==> src/rtl/fsa_24bit.sv <==
// Sequential shift-and-add multiplier: unsigned 24b x 24b -> 48b product, one partial step per clock.
// Latency: Result valid on the 24th rising edge after the last edge with rst=1; holds until next rst.
// Backpressure: none; no handshake. rst loads operands and starts; consumers count 24 cycles.
//
// Ports:
//    clk           rising-edge clock
//    rst           synchronous active-high reset, doubles as load/start
//    Multiplicand  operand A, sampled only while rst=1
//    Multiplier    operand B, sampled only while rst=1
//    Result        registered 48-bit product, 0 until the calculation completes
//    Co            registered carry-out of the latest 25-bit accumulate
module fsa_24bit (
   input  logic        clk,
   input  logic        rst,
   input  logic [23:0] Multiplicand,
   input  logic [23:0] Multiplier,
   output logic [47:0] Result,
   output logic        Co
);

   logic [23:0] a_q, a_d;
   logic [47:0] p_q, p_d;
   logic [4:0]  cnt_q, cnt_d;
   logic        busy_q, busy_d;
   logic [47:0] result_q, result_d;
   logic        co_q, co_d;

   logic [23:0] addend;
   logic [24:0] sum;

   // Upper half of P accumulates; the 25th bit is kept as the carry so the
   // shifted-in value never loses a bit and the 48-bit product stays exact.
   always_comb begin
      addend   = p_q[0] ? a_q : 24'd0;
      sum      = {1'b0, p_q[47:24]} + {1'b0, addend};

      a_d      = a_q;
      p_d      = p_q;
      cnt_d    = cnt_q;
      busy_d   = busy_q;
      result_d = result_q;
      co_d     = co_q;

      if (busy_q) begin
         p_d   = {sum, p_q[23:1]};
         co_d  = sum[24];
         cnt_d = cnt_q + 5'd1;
         // Last iteration publishes the freshly shifted value, not the stale one.
         if (cnt_q == 5'd23) begin
            result_d = {sum, p_q[23:1]};
            busy_d   = 1'b0;
         end
      end
   end

   // rst has priority over everything, including the completion edge.
   always_ff @(posedge clk) begin
      if (rst) begin
         a_q      <= Multiplicand;
         p_q      <= {24'd0, Multiplier};
         cnt_q    <= 5'd0;
         busy_q   <= 1'b1;
         result_q <= 48'd0;
         co_q     <= 1'b0;
      end else begin
         a_q      <= a_d;
         p_q      <= p_d;
         cnt_q    <= cnt_d;
         busy_q   <= busy_d;
         result_q <= result_d;
         co_q     <= co_d;
      end
   end

   assign Result = result_q;
   assign Co     = co_q;

endmodule

==> config.mk <==
export PLATFORM = sky130hd
export DESIGN_NAME = fsa_24bit
export DESIGN_NICKNAME = d
export VERILOG_FILES = /design/src/rtl/fsa_24bit.sv
export SDC_FILE = /design/constraint.sdc
export NUM_CORES = 1
export LEC_CHECK = 0
export ABC_AREA = 1
export CORE_MARGIN = 10
export CORE_UTILIZATION = 55
export DETAILED_ROUTE_END_ITERATION = 8
export PLACE_DENSITY_LB_ADDON = 0.08
export SYNTH_ARGS = -nofsm -noshare
export SYNTH_HDL_FRONTEND = slang
export SYNTH_SLANG_ARGS = --single-unit
==> constraint.sdc <==
create_clock -name clk -period 2.47 [get_ports clk]
set_input_delay 0.247 -clock clk [delete_from_list [all_inputs] [get_ports clk]]
set_output_delay 0.247 -clock clk [all_outputs]
set_load 0.05 [all_outputs]
**Word level (Yosys, flattened, before mapping)**

Index checks and enable logic that the tools add are counted.

- Register bits after elaboration: 127
- Input bits: 50
- Output and inout port bits: 49
- Word-level logic and storage cells: 17

- Add/sub/neg operators: 2
- Eq/ne operators: 1
- Muxes and demuxes: 5
- Reduce and logical (&&, ||, !) cells: 2

Operators by type and width:

| cell | count |
|---|---|
| 24-bit 2-to-1 mux | 3 |
| 24-bit by 24-bit adder with 25-bit output | 1 |
| 5-bit by 1-bit adder with 5-bit output, second input constant | 1 |
| 5-bit equality test, second input constant | 1 |
| 1-bit 2-to-1 mux | 2 |
| 2-bit AND reduction | 1 |
| 2-bit nonzero test | 1 |

**Depth between registers and ports, before layout**

Gate-level depths: netlist (run 1).

- Word-level depth: 4
- Depth in mapped cells: 17
- Mapped depth without buffers: 16

**Worst setup path after synthesis (run 1)**

No wires, ideal clock.

- Kind: reg-to-reg
- From: reg p_q[0]
- To: reg result_q[31], in the netlist Result[31]
- Library setup time: 0.115 ns
- Arrival time: 2.025 ns
- Required time: 2.355 ns
- Setup slack: 0.330 ns
- Stages on the path, launching flop included: 15
- Path buffers: 1
- Period minus slack after synthesis: 2.140 ns
- Cell sequence: edfxtp_1 > clkbuf_1 > nand2_1 > inv_1 > ha_1 > fa_1 > nand2_1 > inv_1 > nand2_1 > nand2_2 > nand2_1 > nand2_2 > xor2_1 > o21ai_0 > inv_1

- Word-level cells in the longest chain between the ends: 2

Ends and longest elaborated chain:

| item | RTL line | RTL |
|---|---|---|
| start: declaration | 22 | `logic [47:0] p_q, p_d;` |
| start signal: assignment | 60 | `p_q <= {24'd0, Multiplier};` |
| start signal: assignment | 67 | `p_q <= p_d;` |
| 24-bit 2-to-1 mux | 34 | `addend = p_q[0] ? a_q : 24'd0;` |
| 24-bit by 24-bit adder with 25-bit output | 35 | `sum = {1'b0, p_q[47:24]} + {1'b0, addend};` |
| end signal: assignment | 70 | `result_q <= result_d;` |
| end: declaration | 25 | `logic [47:0] result_q, result_d;` |

No other way between the ends.
A chain may end at the register's enable or synchronous reset.

**Final worst setup path (run 1)**

- From: reg p_q[0]
- To: reg result_q[39], in the netlist Result[39]

Same word-level chain as after synthesis.

==> out/metrics.cfg, run 1 <==
[run_status]
run_status=finished clean

[cts]
cts_tree=yes
clk_pin_slew_ns=0.06
clock_tree.root_cell=clkbuf_16
clock_sinks=126
cts_inserted_buffers=17
cts_hold_buf=0
cts_max_level=4
clock_latency_ns=0.42
cts_setup_buffers=0
clk_path_buf_depth=2

[sta]
slew_headroom_pct=63.4
finalCritPeriodShare_pct=89.1
fmax_mhz=454
hold_viol=0
worstMarginPinSlew_ns=0.547
min_period_ns=2.20
rsz0062_at_grt=false
clock_skew_ns=0.00964
drv_slew=0
whs_ns=0.279
setup_violations=0
finalSetupTns_ns=0

[routing]
route.met3.wl_mm=1.05
wl_met1_mm=7.40
vias_per_cell=5.01
drt_iter0_drc=413
first_pass_iters=5
dr_wl_met2_mm=7.93
post_drt_wl_per_cell_um=14.4
top_layer=met5
ant_nets=0
drc=0
vias=5865
finalWirelength_mm=16.9

[run]
cap_violations=0

[critical_path]
critPathMostFrequentCell=nand2_1
cp.required_ns=2.79
reg2reg_from=p_q[0]
worst-r2r-cell-count=17
cp_slowest_stage_delay_ns=0.38
worstSetupStartpoint=p_q[0]
start_kind=register
critical_path.slowest_cell=edfxtp_1
crit_cells=17
critPathArrivalTime_ns=2.52
crit_type=register to register
endpoint_kind=register
crit_family=simple AND/OR/NAND/NOR gates
crit_fanout=24
crit_buf_inv=4
critical_path.cell_chain=buf_6 > nand2_1 > inv_1 > ha_1 > fa_2 > nand2_1 > inv_1 > nand2_1 > nand2_2 > nand2_1 > nand2_2 > nand2_2 > nand2_1 > nand2_1 > nand3_1 > nand2_1 > inv_1

[global_routing]
first_global_vias=5817
track_usage_pct=20.9
grt_max_degree=43
grt_pass1_wl_mm=27.8
overflow=0
antenna_found_initial=1

[power]
pwr-share-seq_pct=42.3
clkPwrFrac_pct=42.8
p_per_area_nw_per_um2=680
switching_power_mw=1.51
max-vdd-ir-drop_mv=0.553
p_leak_nw=4.16
p_sw_share_pct=26.7
internal_power_mw=4.13
p_comb_share_pct=14.9

[min_path]
min_from=rst
min_path_type=input port to register
min_path_cells=1

[die]
start_util_pct=56.9
ios=99
placeableCoreArea_um2=11600
die_w_um=129
dieArea_um2=16700
rows=39
die_h_um=129

[synthesis]
synth_compound_area_share_pct=6.66
synth_seq_cells=126
muxShareOfSynthArea_pct=0
synth_top_family_by_area=simple AND/OR/NAND/NOR gates
synth_xor_area_share_pct=0.932
yosys.area_share.simple_pct=31.1
synthCells=907
yosysSeqAreaShare_pct=45.7
syn_avg_cell_area_um2=7.25
syn_area_um2=6580
yosys_warnings=0
yosys.area_share.adder_pct=5.06
syn_nets=983
synth_cell_types=32

[final_layout]
register_area_um2=3000
final_util_pct=71.7
num_antenna_cells=0
syn_to_final_growth_pct=26.0
drive_gt1_share_pct=7.50
fill_cells=978
multi_input_area_um2=2880
final_cell_count_no_fill=1170
post-route-cell-area_um2=8290
nets=1090

[place]
post-dp-hpwl_mm=12.4
place_inst=1138
placed_area_um2=7710
routabilityCongestion=0.935
port_buffers=98

==> worst register-to-register path: stages, from the launching register on <==
cell and delay, ns:
edfxtp_1 0.38, buf_6 0.18, nand2_1 0.09, inv_1 0.04, ha_1 0.21, fa_2 0.35
nand2_1 0.07, inv_1 0.08, nand2_1 0.08, nand2_2 0.09, nand2_1 0.08, nand2_2 0.08
nand2_2 0.07, nand2_1 0.07, nand2_1 0.09, nand3_1 0.07, nand2_1 0.06, inv_1 0.04
==> what timing repair did <==
item | in CTS | in global routing
gates resized for setup | 0 | 2
endpoints found under the hold margin | 0 | 0
endpoints found under the setup margin | 0 | 7
==> stage by stage <==
stage                     setup WS, ns  total power, mW
after floorplan                  0.330             2.96
after global placement           0.264             3.23
after detailed placement         0.208             3.24
after CTS                        0.208             5.66
after global routing            0.0348             5.89
final                            0.269             5.64
==> cells in the mapped netlist <==
cell	n	share of area (%)
a31oi_1	9	0.86
nand3b_4	1	0.30
xnor2_1	2	0.27
xor2_1	5	0.67
a21oi_2	1	0.13
clkbuf_1	12	0.69
ha_1	25	4.8
a21oi_1	15	1.1
buf_4	3	0.34
nor2_1	118	6.7
nor2_2	8	0.76
buf_2	4	0.30
inv_2	4	0.23
nand2_1	307	18
nand4_1	8	0.76
nand3_1	33	2.5
nand3_2	3	0.46
fa_1	1	0.30
buf_6	5	0.86
o21ai_0	43	3.3
o211ai_1	4	0.46
nor3_1	6	0.46
nor4_1	2	0.19
and2_1	1	0.095
buf_1	3	0.17
a22o_1	6	0.80
edfxtp_1	48	22
nand2_2	10	0.95
dfxtp_1	78	24
nor2_4	2	0.34
clkinv_1	2	0.11
inv_1	138	7.9
==> cell type report <==
| class | instances | share of cell area (%) |
|---|---|---|
| inverters | 144 | 6.52 |
| repair buffers | 115 | 13.5 |
| flip-flops and latches | 126 | 36.2 |
| well taps | 143 | 2.16 |
| multi-input cells | 610 | 34.7 |
| clock buffers | 20 | 5.39 |
| clock inverters | 12 | 1.43 |
==> placed cells by master, fill, tap and decap left out, drive strengths merged, types with 4 or more instances in the layout <==
cell / instances
clkdlybuf4s50: 97
nand3: 36
dfxtp: 78
a31oi: 9
edfxtp: 48
nand2: 317
clkbuf: 20
o211ai: 4
nor2: 128
buf: 18
clkinv: 10
inv: 143
a22o: 6
xor2: 5
nor3: 6
ha: 25
nand4: 8
a21oi: 16
o21ai: 43
==> path summary, 6_finish.rpt <==
path                      to  slack [ns]
setup reg to reg  Result[39]        0.27
hold reg to reg      p_q[42]        0.47
setup / recovery  Result[39]        0.27
hold / removal       a_d[19]        0.28
==> routing by layer <==
metal  global-route usage (%)  vias up
met5                        0        -
met4                     9.97        2
met3                     6.00       38
met2                     34.4      169
met1                     24.8     2615
li1                         -     3041
==> power groups by stage <==
stage / clock network [mW] / registers (mW) / logic [mW]
after floorplan: 0 / 2.40 / 0.566
after global placement: 0 / 2.42 / 0.812
after detailed placement: 0 / 2.42 / 0.823
after CTS: 2.44 / 2.38 / 0.838
after global routing: 2.54 / 2.40 / 0.950
final: 2.41 / 2.39 / 0.839
==> registers in the layout, summed over array words and instances (netlist names) <==
name,cells
Result,48
p_q,48
a_d,24
cnt_q,5
busy_q,1
==> kinds of logic after synthesis <==
group | after synthesis
buf+inv | 171
fa+ha+maj | 26
compound gates | 78
xor+xnor | 7
simple gates | 499
flops | 126
(Power assumes the default switching activity.)
==> run 2, diff against run 1 <==
--- a/config.mk
+++ b/config.mk
@@ -6,7 +6,7 @@
 export NUM_CORES = 1
 export LEC_CHECK = 0
-export ABC_AREA = 1
+export ABC_AREA = 0
 export CORE_MARGIN = 10
-export CORE_UTILIZATION = 55
+export CORE_UTILIZATION = 54
 export DETAILED_ROUTE_END_ITERATION = 8
 export PLACE_DENSITY_LB_ADDON = 0.08
==> constraint.sdc (replaced) <==
create_clock -name clk -period 2.47 [get_ports clk]
set_input_delay 0.3705 -clock clk [delete_from_list [all_inputs] [get_ports clk]]
set_output_delay 0.3705 -clock clk [all_outputs]
set_load 0.05 [all_outputs]
==> out/metrics.cfg, run 2 <==
[sta]
setup_violations=18  ; +18
min_period_ns=2.59  ; +0.385 ns
clock_skew_ns=0.00867  ; -0.000964 ns
fmax_mhz=387  ; -15%
hold_viol=0  ; unchanged
finalSetupTns_ns=-0.786  ; -0.786 ns
worstMarginPinSlew_ns=0.604  ; +0.0573 ns
finalCritPeriodShare_pct=105  ; +16 points
slew_headroom_pct=59.7  ; -3.7 points
final.setup.worst_slack_ns=-0.116  ; -0.385 ns
whs_ns=0.360  ; +0.0810 ns
rsz0062_at_grt=true
drv_slew=0  ; unchanged

[final_layout]
fill_cells=722  ; -26%
final_common_cell=nand2_1
final_util_pct=77.7  ; +6.0 points
num_antenna_cells=0  ; unchanged
syn_to_final_growth_pct=40.7
drive_gt1_share_pct=23.0  ; +16 points
nets=805  ; -26%
layout_common_cells=99 x nand2_1, 97 x clkdlybuf4s50_1, 78 x dfxtp_1
post-route-cell-area_um2=8420  ; +1.6%

[critical_path]
crit_type=register to register
reg2reg_from=p_q[0]
worstSetupStartpoint=p_q[0]
worst-r2r-cell-count=11  ; -6
critPathArrivalTime_ns=2.97  ; +0.45 ns
endpoint_kind=register
endpoint=Result[41]
ff2ff_setup_slack_ns=-0.12  ; -0.38 ns
crit_fanout=16  ; -33%
r2r-end=Result[41]
cp.required_ns=2.86  ; +0.07 ns
start_kind=register

[synthesis]
synth.area.top_cells=dfxtp_1 26%, edfxtp_1 24%, nand2_1 6.3%, ha_1 5.2%, mux2_2 4.7%
synth_edf_count=48  ; unchanged
muxShareOfSynthArea_pct=6.37  ; +6.4 points
syn_area_um2=5990  ; -8.9%
synthCells=600  ; -34%
yosys_warnings=0  ; unchanged
yosys.area_share.adder_pct=5.56  ; +0.50 points
synth_top_cell_by_area=dfxtp_1
synth-main-ff-cell=dfxtp_1
synth_compound_area_share_pct=15.0  ; +8.3 points
syn_avg_cell_area_um2=9.98  ; +38%
synth_seq_cells=126  ; unchanged
ys_top_cells_by_count=100 x nand2_1, 78 x dfxtp_1, 55 x a21oi_1
synth_xor_area_share_pct=3.22  ; +2.3 points
syn_nets=676  ; -31%
synth_top_area_share_pct=26.1  ; +2.3 points
synth_most_common_cell=nand2_1
yosysSeqAreaShare_pct=50.2  ; +4.5 points
synth_top_family_by_area=simple AND/OR/NAND/NOR gates
async_flop_share_pct=0  ; unchanged
synth_cell_types=56  ; +75%
yosys.area_share.simple_pct=16.9  ; -14 points

[die]
die_w_um=125  ; -3.1%
die_h_um=125  ; -3.1%
start_util_pct=55.2  ; -1.6 points
rows=38  ; -2.6%
dieArea_um2=15700  ; -6.1%
placeableCoreArea_um2=10800  ; -6.3%
ios=99  ; unchanged

[power]
p_leak_nw=3.24  ; -22%
max-vdd-ir-drop_mv=0.663  ; +20%
p_per_area_nw_per_um2=765  ; +13%

[place]
routabilityCongestion=0.949  ; +1.4%
port_buffers=98  ; unchanged
post-dp-hpwl_mm=11.0  ; -11%
placed_area_um2=7360  ; -4.7%

[routing]
vias_per_cell=5.64  ; +12%
drt_iter0_drc=251  ; -39%
drc=0  ; unchanged
ant_nets=0  ; unchanged
vias=4972  ; -15%
post_drt_wl_per_cell_um=18.7  ; +30%
finalWirelength_mm=16.5  ; -2.1%
first_pass_iters=4  ; -1

[cts]
cts_tree=yes
clock_tree.root_cell=clkbuf_8
cts_max_level=4  ; unchanged
cts_hold_buf=0  ; unchanged
clk_path_buf_depth=2  ; unchanged
clock_latency_ns=0.52  ; +0.10 ns
clk_pin_slew_ns=0.06  ; about the same
cts_inserted_buffers=17  ; unchanged
clock_sinks=126  ; unchanged

[global_routing]
antenna_found_initial=0  ; -1
grt_pass1_wl_mm=25.9  ; -6.9%
grt_use_met1_pct=23.9  ; -0.90 points
grt_max_degree=54  ; +26%
first_global_vias=4988  ; -14%
overflow=0  ; unchanged
met3_usage_pct=5.83  ; -0.16 points
track_usage_pct=20.0  ; -0.90 points
met2_usage_pct=34.2  ; -0.20 points
busiest_layer=met2

[min_path]
min_from=rst
min_path_type=input port to register

[run_status]
run_status=finished with violations
violations=setup timing

[run]
cap_violations=0  ; unchanged

-- run 2: cell families (layout without fill, tap and decap cells) --
kind of cell	count (synthesis)	in the layout
AOI/OAI and AO/OA	136	136
xor gates and xnor gates	22	22
adders and majority gates	26	26
buffers and inverters	42	184
DFF	126	126
muxes	35	35
and+or+nand+nor	213	213
-- run 2: per-layer routing --
| metal | up-vias | wire length (µm) |
|---|---|---|
| li1 | 2398 | - |
| met1 | 2437 | 6940 |
| met2 | 119 | 8430 |
| met3 | 18 | 895 |
| met4 | 0 | 243 |
| met5 | - | 0 |
-- run 2: worst min path at each step --
stage	end	slack [ns]	cells after the start
4_1_cts	cnt_q[4]	0.33	2
3_5_place_dp	Result[16]	0.45	2
3_3_place_gp	p_q[37]	0.44	2
2_1_floorplan	p_q[37]	0.43	2
6_report	cnt_q[4]	0.36	2
5_1_grt	cnt_q[4]	0.36	2
-- run 2: worst max-delay path, cell delays in order, from the launching register on --
cell	delay, ns
edfxtp_1	0.37
buf_6	0.17
and2_1	0.18
ha_4	0.34
and3_4	0.22
nand2_1	0.07
a21o_1	0.19
buf_4	0.14
a211o_1	0.31
a21oi_4	0.22
xnor2_2	0.16
a211oi_1	0.09
-- run 2: layout make-up --
class / count / area (µm²) / area share (%)
tap: 140 / 175 / 2.08
inverter: 6 / 22.5 / 0.267
clock buffer: 27 / 512 / 6.08
sequential: 126 / 3000 / 35.7
timing repair buffer: 146 / 1360 / 16.2
multi-input combinational: 432 / 3270 / 38.8
clock inverter: 5 / 77.6 / 0.921
-- run 2: what timing repair did --
action	in CTS	in global routing
setup buffers	1	6
endpoints found under the hold margin	0	0
resized for setup	27	39
pin swaps	6	15
endpoints found under the setup margin	23	31
-- run 2: power by group --
group	switching, mW	internal [mW]	leakage [nW]
Combinational	0.769	0.747	1.83
Clock	0.880	1.60	0.288
Sequential	0.116	2.34	1.12
Total	1.77	4.68	3.24
-- run 2: through the flow --
step	instances	worst slack [ns]	total power, mW
6_report	882	-0.116	6.45
4_1_cts	876	-0.0338	6.23
3_3_place_gp	843	-0.0701	3.64
2_1_floorplan	600	-0.00904	3.22
5_1_grt	882	-0.184	6.68
3_5_place_dp	843	-0.122	3.67
==> run 3, diff against run 2 <==
Settings changed: CAP_MARGIN set to 20, GPL_TIMING_DRIVEN set to 0.
==> out/metrics.cfg, run 3 (synthesis results as in run 2) <==
[run_status]
run_status=finished with violations
violations=setup timing

[cts]
cts_inserted_buffers=17  ; unchanged
cts_tree=yes
clk_pin_slew_ns=0.06  ; about the same
clock_tree.root_cell=clkbuf_8
clock_latency_ns=0.54  ; +0.02 ns
clock_sinks=126  ; unchanged
clk_path_buf_depth=2  ; unchanged
cts_max_level=4  ; unchanged

[die]
dieArea_um2=15700  ; unchanged
die_h_um=125  ; unchanged
placeableCoreArea_um2=10800  ; unchanged
start_util_pct=55.2  ; unchanged
ios=99  ; unchanged
die_w_um=125  ; unchanged
rows=38  ; unchanged

[routing]
first_pass_iters=5  ; +1
post_drt_wl_per_cell_um=19.7  ; +5.1%
drc=0  ; unchanged
drt_iter0_drc=499  ; +99%
vias_per_cell=5.75  ; +2.0%
vias=5206  ; +4.7%
finalWirelength_mm=17.8  ; +7.8%
ant_nets=0  ; unchanged

[global_routing]
grt_pass1_wl_mm=27.4  ; +5.7%
track_usage_pct=21.4  ; +1.4 points
antenna_found_initial=0  ; unchanged
grt_max_degree=20  ; -63%
first_global_vias=5328  ; +6.8%
overflow=0  ; unchanged

[power]
power_mw=6.48  ; +0.58%
p_leak_nw=3.31  ; +2.4%
switching_power_mw=1.87  ; +6.0%
clkPwrFrac_pct=36.1  ; -2.3 points
p_comb_share_pct=25.8  ; +2.3 points
p_per_area_nw_per_um2=746  ; -2.5%
p_sw_share_pct=28.9  ; +1.5 points
pwr-share-seq_pct=38.0  ; about the same
max-vdd-ir-drop_mv=0.683  ; +2.9%
internal_power_mw=4.61  ; -1.5%

[sta]
worstMarginPinSlew_ns=0.814  ; +0.209 ns
fmax_mhz=364  ; -5.9%
finalCritPeriodShare_pct=111  ; +6.6 points
finalSetupTns_ns=-5.51  ; -4.72 ns
rsz0062_at_grt=true
slew_headroom_pct=45.7  ; -14 points
setup_violations=41  ; +23
min_period_ns=2.75  ; +0.163 ns
hold_viol=0  ; unchanged
drv_slew=0  ; unchanged
clock_skew_ns=0.00708  ; -0.00160 ns
final.setup.worst_slack_ns=-0.279  ; -0.163 ns

[min_path]
min_from=Multiplicand[3]
hold_end=a_d[3]
min_path_cells=1  ; -1
min_path_type=input port to register

[critical_path]
worst-r2r-cell-count=11  ; unchanged
cp.required_ns=2.86  ; about the same
crit_type=register to register
r2r-end=Result[41]
endpoint_kind=register
start_kind=register
worstSetupStartpoint=p_q[0]
reg2reg_from=p_q[0]
crit_fanout=7  ; -9
critical_path.cell_chain=buf_6 > clkbuf_16 > and2_4 > ha_4 > and3_4 > nand2_2 > a21o_1 > a211o_1 > a21oi_4 > xnor2_2 > a211oi_1
ff2ff_setup_slack_ns=-0.28  ; -0.16 ns
critical_path.slowest_cell=edfxtp_1
cp_slowest_stage_delay_ns=0.44  ; +0.07 ns
critPathArrivalTime_ns=3.14  ; +0.17 ns

[place]
port_buffers=98  ; unchanged
place_inst=839  ; -0.47%
routabilityCongestion=0.937  ; -1.3%
post-dp-hpwl_mm=11.6  ; +5.3%
pre_cts_slack_ns=-0.902  ; -0.780 ns

[final_layout]
layout_common_cells=98 x clkdlybuf4s50_1, 96 x nand2_1, 78 x dfxtp_1
fill_cells=649  ; -10%
final_cell_count_no_fill=905  ; +2.6%
drive_gt1_share_pct=25.8  ; +2.7 points
multi_input_area_um2=3410  ; +4.4%
register_area_um2=3000  ; unchanged
nets=828  ; +2.9%
syn_to_final_growth_pct=45.1
final_common_cell=clkdlybuf4s50_1
num_antenna_cells=0  ; unchanged

[run]
cap_violations=0  ; unchanged

run 3: timing repair:
item | 4_1_cts | 5_1_grt
hold buffers | 0 | 0
setup endpoints to repair | 84 | 85
buffers inserted | 29 | 7
gates resized for setup | 96 | 33
pin swaps | 49 | 22
cloned | 2 | 0
run 3: area by class of cell:
class	count	share of cell area, %
clock buffer	20	4.90
timing repair buffer	136	15.4
inverter	6	0.303
clock inverter	12	1.40
timing repair inverter	1	0.0864
multi-input combinational	432	39.3
tap	140	2.02
sequential	126	34.6
buffer	32	2.05
run 3: per-stage QoR:
stage	instance area, µm²	util (%)	hold slack, ns
6_report	8690	80.1	0.382
5_1_grt	8690	80.1	0.384
4_1_cts	8490	78.3	0.375
3_5_place_dp	7200	66.4	0.449
3_3_place_gp	7170	66.2	0.439
2_1_floorplan	6020	-	0.430
run 3: worst max-delay path by stage:
stage / end / slack (ns) / cells past startpoint
after floorplan: p_q[39] / -0.009 / 11
after global placement: p_q[10] / -1.39 / 5
after detailed placement: p_q[9] / -0.90 / 5
final: Result[41] / -0.28 / 11
after CTS: p_q[45] / -0.23 / 11
after global routing: Result[41] / -0.36 / 11
run 3: routing by layer:
layer  share of wire, %  global-route usage (%)  up-vias
met5                  0                       0        -
met4                1.9                    9.01        0
met3                6.0                    6.08       33
met2                 50                    35.9      183
met1                 42                    25.2     2541
li1                   -                       -     2449
run 3: power by group through the flow:
stage	clock network (mW)	logic (mW)	registers, mW
floorplan	0	0.784	2.44
global placement	0	1.03	2.47
detailed placement	0	1.07	2.47
CTS	2.34	1.51	2.45
global route	2.43	1.78	2.48
finish	2.34	1.68	2.47
run 3: critical path: cells and delay by family (launching register included):
family	cells	cell delay, ns
buffers and inverters	2	0.32
XOR/XNOR	1	0.16
AND/OR/NAND/NOR	3	0.41
adder cells (fa/ha/maj)	1	0.32
flip-flops	1	0.44
AO/OA/AOI/OAI	4	0.94
